[src/rtl/pio_sm_core.sv]
// pio_sm_core: small programmable-I/O state machine core.
// Executes 16-bit instructions from a local memory. Each instruction holds
// an opcode, a delay, an argument and a data field. JMP, WAIT and SET do work;
// every other opcode is a NOP. The stalled output is high while a WAIT is
// blocking or a post-instruction delay is counting down.
module pio_sm_core #(
  parameter int ADDR_W   = 5,
  parameter int REG_W    = 8,
  parameter int NUM_PINS = 8
) (
  input  logic                clk,
  input  logic                rst,
  input  logic                en,
  input  logic                restart,
  input  logic [ADDR_W-1:0]   wrap_bottom,
  input  logic [ADDR_W-1:0]   wrap_top,
  input  logic                wr_en,
  input  logic [ADDR_W-1:0]   wr_addr,
  input  logic [15:0]         wr_data,
  input  logic [NUM_PINS-1:0] in_pins,
  output logic [ADDR_W-1:0]   pc,
  output logic [REG_W-1:0]    x,
  output logic [REG_W-1:0]    y,
  output logic [NUM_PINS-1:0] out_pins,
  output logic                stalled,
  output logic [1:0]          dbg_state
);

  localparam int DEPTH = 1 << ADDR_W;

  localparam logic [2:0] OP_JMP  = 3'b000;
  localparam logic [2:0] OP_WAIT = 3'b001;
  localparam logic [2:0] OP_SET  = 3'b111;

  typedef enum logic [1:0] {
    S_EXEC  = 2'd0,
    S_WAIT  = 2'd1,
    S_DELAY = 2'd2
  } state_t;

  logic [15:0]         r_mem [DEPTH];
  state_t              r_state;
  logic [ADDR_W-1:0]   r_pc;
  logic [REG_W-1:0]    r_x;
  logic [REG_W-1:0]    r_y;
  logic [NUM_PINS-1:0] r_out;
  logic [4:0]          r_dly;

  state_t              w_state_nxt;
  logic [ADDR_W-1:0]   w_pc_nxt;
  logic [REG_W-1:0]    w_x_nxt;
  logic [REG_W-1:0]    w_y_nxt;
  logic [NUM_PINS-1:0] w_out_nxt;
  logic [4:0]          w_dly_nxt;

  logic [15:0]         w_instr;
  logic [2:0]          w_op;
  logic [4:0]          w_delay;
  logic [2:0]          w_arg;
  logic [4:0]          w_data;
  logic [ADDR_W-1:0]   w_pc_seq;
  logic [ADDR_W-1:0]   w_pc_tgt;
  logic [31:0]         w_pins_ext;
  logic                w_wait_pin;
  logic                w_jmp_cond;
  logic                w_done;

  // Instruction is read combinationally, so a same-edge write is seen next cycle.
  assign w_instr = r_mem[r_pc];
  assign w_op    = w_instr[15:13];
  assign w_delay = w_instr[12:8];
  assign w_arg   = w_instr[7:5];
  assign w_data  = w_instr[4:0];

  // Only the exact wrap_top match wraps, so bottom > top is still well defined.
  assign w_pc_seq = (r_pc == wrap_top) ? wrap_bottom : r_pc + ADDR_W'(1);

  // Pins above NUM_PINS are zero in the widened copy, so any index reads 0.
  assign w_pins_ext = 32'(in_pins);
  assign w_wait_pin = w_pins_ext[w_data];

  assign pc        = r_pc;
  assign x         = r_x;
  assign y         = r_y;
  assign out_pins  = r_out;
  assign stalled   = (r_state == S_WAIT) || (r_state == S_DELAY);
  assign dbg_state = r_state;

  // Evaluate the JMP condition from the pre-decrement register values.
  always_comb begin
    w_jmp_cond = 1'b0;
    case (w_arg)
      3'b000:  w_jmp_cond = 1'b1;
      3'b001:  w_jmp_cond = (r_x == '0);
      3'b010:  w_jmp_cond = (r_x != '0);
      3'b011:  w_jmp_cond = (r_y == '0);
      3'b100:  w_jmp_cond = (r_y != '0);
      3'b101:  w_jmp_cond = (r_x != r_y);
      3'b110:  w_jmp_cond = in_pins[0];
      default: w_jmp_cond = 1'b0;
    endcase
  end

  // Next-state logic. Restart beats execution, and en low holds everything.
  always_comb begin
    w_state_nxt = r_state;
    w_pc_nxt    = r_pc;
    w_x_nxt     = r_x;
    w_y_nxt     = r_y;
    w_out_nxt   = r_out;
    w_dly_nxt   = r_dly;
    w_pc_tgt    = w_pc_seq;
    w_done      = 1'b0;
    if (restart) begin
      w_state_nxt = S_EXEC;
      w_pc_nxt    = wrap_bottom;
      w_x_nxt     = '0;
      w_y_nxt     = '0;
      w_dly_nxt   = '0;
    end else if (en) begin
      if (r_state == S_DELAY) begin
        if (r_dly <= 5'd1) begin
          w_state_nxt = S_EXEC;
          w_dly_nxt   = '0;
        end else begin
          w_dly_nxt = r_dly - 5'd1;
        end
      end else begin
        // EXEC runs the instruction. WAIT re-runs the held instruction.
        w_done = 1'b1;
        case (w_op)
          OP_JMP: begin
            if (w_jmp_cond) w_pc_tgt = w_data[ADDR_W-1:0];
            if (w_arg == 3'b010) w_x_nxt = r_x - REG_W'(1);
            if (w_arg == 3'b100) w_y_nxt = r_y - REG_W'(1);
          end
          OP_WAIT: w_done = (w_wait_pin == w_arg[2]);
          OP_SET: begin
            case (w_arg)
              3'b000:  w_out_nxt = NUM_PINS'(w_data);
              3'b001:  w_x_nxt   = REG_W'(w_data);
              3'b010:  w_y_nxt   = REG_W'(w_data);
              default: ;
            endcase
          end
          default: ;
        endcase
        if (w_done) begin
          w_pc_nxt = w_pc_tgt;
          if (w_delay != 5'd0) begin
            w_state_nxt = S_DELAY;
            w_dly_nxt   = w_delay;
          end else begin
            w_state_nxt = S_EXEC;
          end
        end else begin
          w_state_nxt = S_WAIT;
        end
      end
    end
  end

  // Execution state registers with asynchronous active-low reset.
  always_ff @(posedge clk or negedge rst) begin
    if (!rst) begin
      r_state <= S_EXEC;
      r_pc    <= '0;
      r_x     <= '0;
      r_y     <= '0;
      r_out   <= '0;
      r_dly   <= '0;
    end else begin
      r_state <= w_state_nxt;
      r_pc    <= w_pc_nxt;
      r_x     <= w_x_nxt;
      r_y     <= w_y_nxt;
      r_out   <= w_out_nxt;
      r_dly   <= w_dly_nxt;
    end
  end

  // Instruction memory. It clears on reset and accepts writes whatever en is.
  always_ff @(posedge clk or negedge rst) begin
    if (!rst) begin
      for (int i = 0; i < DEPTH; i++) r_mem[i] <= '0;
    end else if (wr_en) begin
      r_mem[wr_addr] <= wr_data;
    end
  end

endmodule

[config.mk]
export PLATFORM = sky130hd
export DESIGN_NAME = pio_sm_core
export DESIGN_NICKNAME = d
export VERILOG_FILES = /design/src/rtl/pio_sm_core.sv
export SDC_FILE = /design/constraint.sdc
export NUM_CORES = 1
export LEC_CHECK = 0
export ABC_AREA = 1
export CAP_MARGIN = 40
export CORE_UTILIZATION = 30
export DETAILED_ROUTE_END_ITERATION = 6
export DONT_BUFFER_PORTS = 1
export HOLD_SLACK_MARGIN = 0.02
export PLACE_DENSITY_LB_ADDON = 0.15
export SLEW_MARGIN = 30
export SYNTH_ARGS = -nofsm -noshare
export SYNTH_HDL_FRONTEND = slang
export SYNTH_SLANG_ARGS = --single-unit
[constraint.sdc]
create_clock -name clk -period 2.6 [get_ports clk]
set_input_delay 0.52 -clock clk [delete_from_list [all_inputs] [get_ports clk]]
set_output_delay 0.52 -clock clk [all_outputs]
set_load 0.01 [all_outputs]
==> impl_metrics.yaml <==
detailed_routing:
  first_pass_iters: 6
  drtAntennaViolNets: 0
  via_per_inst: 5.08
  drt-wirelength-per-cell_um: 20.8
  drtIter0Drc: 1845
  vias: 22600
  finalWirelength_um: 92600
  drc: 0
power:
  power_frac_seq: 0.284
  power.share.clock: 0.245
  switching_share: 0.400
  ir_drop_uv: 586
  intPower_mw: 23.9
  p_sw_mw: 16.0
  power.density_mw_per_mm2: 1250
  comb_power_share: 0.471
  p_leak_nw: 14.6
status:
  violations: "negative hold slack, negative setup slack"
  status: "complete, but fails checks"
clock_tree:
  tritoncts: "yes"
  h-tree-depth: 3
  cts_buffer_depth: 3
  path_clk_slew_ps: 50
  clock_latency_ps: 620
  clock_sinks: 545
  clock-root-buffer: "clkbuf_16"
  cts_inserted_buffers: 67
die:
  die_area_mm2: 0.0866
  die_x_um: 294
  ioPinCount: 76
  core_area_mm2: 0.0841
  start_util: 0.305
  fp-row-count: 106
  die_y_um: 294
timing:
  slew_headroom: 0.495
  fmaxAchievable_mhz: 344
  finClkSkew_ps: 28.6
  min_period_over_period: 1.12
  hold_slack_ps: -13.6
  worst_pin_slew_ps: 750
  setup_ws_ps: -304
  period_needed_ps: 2900
  rsz0062_at_grt: "true"
  setup_violations: 33
  finalMaxSlewViolations: 0
  hold_violations: 2
synthesis:
  synth_top_flop_cell: "dfrtp_1"
  yosys_warnings: 0
  syn_inst: 3159
  synthDistinctLibCells: 43
  synth_top_cell_by_area: "dfrtp_1"
  synth_edf_count: 0
  synth.area.top_cells: "dfrtp_1 53%, nand2_1 13%, o21ai_0 13%"
  yosys_register_bits: 545
  seq_area_frac_synth: 0.532
  netlist_area_mm2: 0.0256
  async_reset_ff_frac: 1.00
  avgSynthCellArea_um2: 8.11
  yosysTopAreaCellShare: 0.532
worst_setup_path:
  cp-start-kind: "flop"
  cp_max_fo: 8
  r2r_cells: 17
  crit_required_ps: 3070
  crit_path_end_kind: "flop"
  cp.arrival_ps: 3370
  crit_type: "flop to flop"
place:
  port_buffers: 0
  dpl.hpwl_um: 56700
  postPlaceCellArea_mm2: 0.0281
  place_congestion: 0.870
  pre_cts_slack_ps: -479
cells_and_area:
  final_common_cell: "nand2_1"
  drive_gt1_frac: 0.166
  final_area_mm2: 0.0320
  ff_latch_area_mm2: 0.0136
  layout_common_cells: "864 x nand2_1, 627 x o21ai_0, 542 x dfrtp_1"
  areaGrowthSynthToFinish_pct: 24.8
  multi_input_area_mm2: 0.0111
  fill_cells: 8627
  final_nets: 3320
global_route:
  antenna_found_initial: 3
  grt_use_met3: 0.0267
  grt_max_degree: 546
  grt_usage: 0.215
  use_met1: 0.296
  overflow: 0
  use_met2: 0.353
  first_global_vias: 22500
  grt-busiest-layer: "met2"
  grt_pass1_wl_um: 142000
job:
  maxCapViolCount: 0
hold_path:
  min_path_type: "input port to asynchronous set/reset pin"
-- state kept, by name, indices dropped and copies added, names as in the netlist --
register,count
y,8
out_pins,5
r_mem,512
pc,5
dbg_state,2
x,8
r_dly,5
-- metrics by stage --
stage          setup TNS [ps]  std cells  utilization  power [mW]
2_1_floorplan               0       3161            -        19.9
3_3_place_gp           -12050       4281        0.334        26.7
3_5_place_dp           -12680       4281        0.334        26.8
4_1_cts                 -6830       4431        0.372        38.7
5_1_grt                -10780       4452        0.380        42.2
6_report                -7770       4453        0.380        39.8
-- final timing paths --
| kind | from | endpoint | slack [ps] |
|---|---|---|---|
| max in group asynchronous | rst | pc[1] | 750 |
| worst min-delay path | rst | r_mem[225] | -10 |
| worst min register to register | r_mem[346] | r_mem[346] | 480 |
| min in group clk | wr_data[9] | r_mem[137] | 60 |
| worst max register to register | pc[0] | y[3] | -300 |
| worst max-delay path | pc[0] | y[3] | -300 |
-- layer usage --
| layer | vias to the layer above | wire [µm] |
|---|---|---|
| li1 | 10700 | - |
| met1 | 11100 | 42300 |
| met2 | 633 | 43200 |
| met3 | 143 | 4480 |
| met4 | 0 | 2640 |
| met5 | - | 0 |
-- cell families (layout without fill, tap and decap cells) --
family	Yosys count	after routing	synth area share
AND/OR/NAND/NOR	1367	1369	0.214
AO/OA/AOI/OAI	862	862	0.180
flip-flops	545	545	0.532
buffers and inverters	352	505	0.0620
XOR/XNOR	23	23	0.00786
adder cells (fa/ha/maj)	6	6	0.00293
multiplexers	3	3	0.00127
other	1	6	0.000146
-- cell usage after synthesis, drive strengths merged (4+ instances only) --
cell    number
nor2       240
nand4       17
o211ai      37
clkbuf     166
o21ai      694
xor2        12
a31oi        4
ha           6
nor4         6
nor3        15
o22ai       38
buf         92
nand2      914
inv         91
nand3      171
a21oi       60
o221ai      20
dfrtp      545
xnor2       11
-- what timing repair did --
action	4_1_cts	5_1_grt
resized for setup	117	106
buffers inserted	16	11
hold buffers	9	3
endpoints found under the setup margin	33	33
hold endpoints to repair	555	122
pin swaps	43	57
gates cloned	12	1
-- power by group through the flow --
stage	registers (mW)	clock network (mW)	logic (mW)
after floorplan	11.1	0	8.73
after global placement	11.4	0	15.3
after detailed placement	11.4	0	15.4
after CTS	11.3	10.0	17.4
after global routing	11.5	10.3	20.4
final	11.3	9.78	18.8
-- critical path, cell delays in order (launching register included) --
cell	delay, ps
dfrtp_4	500
buf_12	180
buf_12	140
buf_16	140
nor2_4	90
nor2_1	40
o21ai_1	80
o211ai_1	150
nand3_2	140
nand4_1	210
nand2_4	220
nand3_4	110
buf_6	150
a31oi_4	200
buf_6	170
nand2_8	90
nand2_2	60
o21ai_1	60
-- cell type report --
| type | instances | area share |
|---|---|---|
| clock inverters | 16 | 0.00759 |
| well taps | 1134 | 0.0444 |
| flip-flops and latches | 545 | 0.427 |
| clock buffers | 99 | 0.0644 |
| inverters | 94 | 0.0119 |
| repair buffers | 294 | 0.0965 |
| diodes | 3 | 0.000235 |
| multi-input cells | 2266 | 0.348 |
| repair inverters | 2 | 0.000782 |
Power figures use the tool's default switching activity.
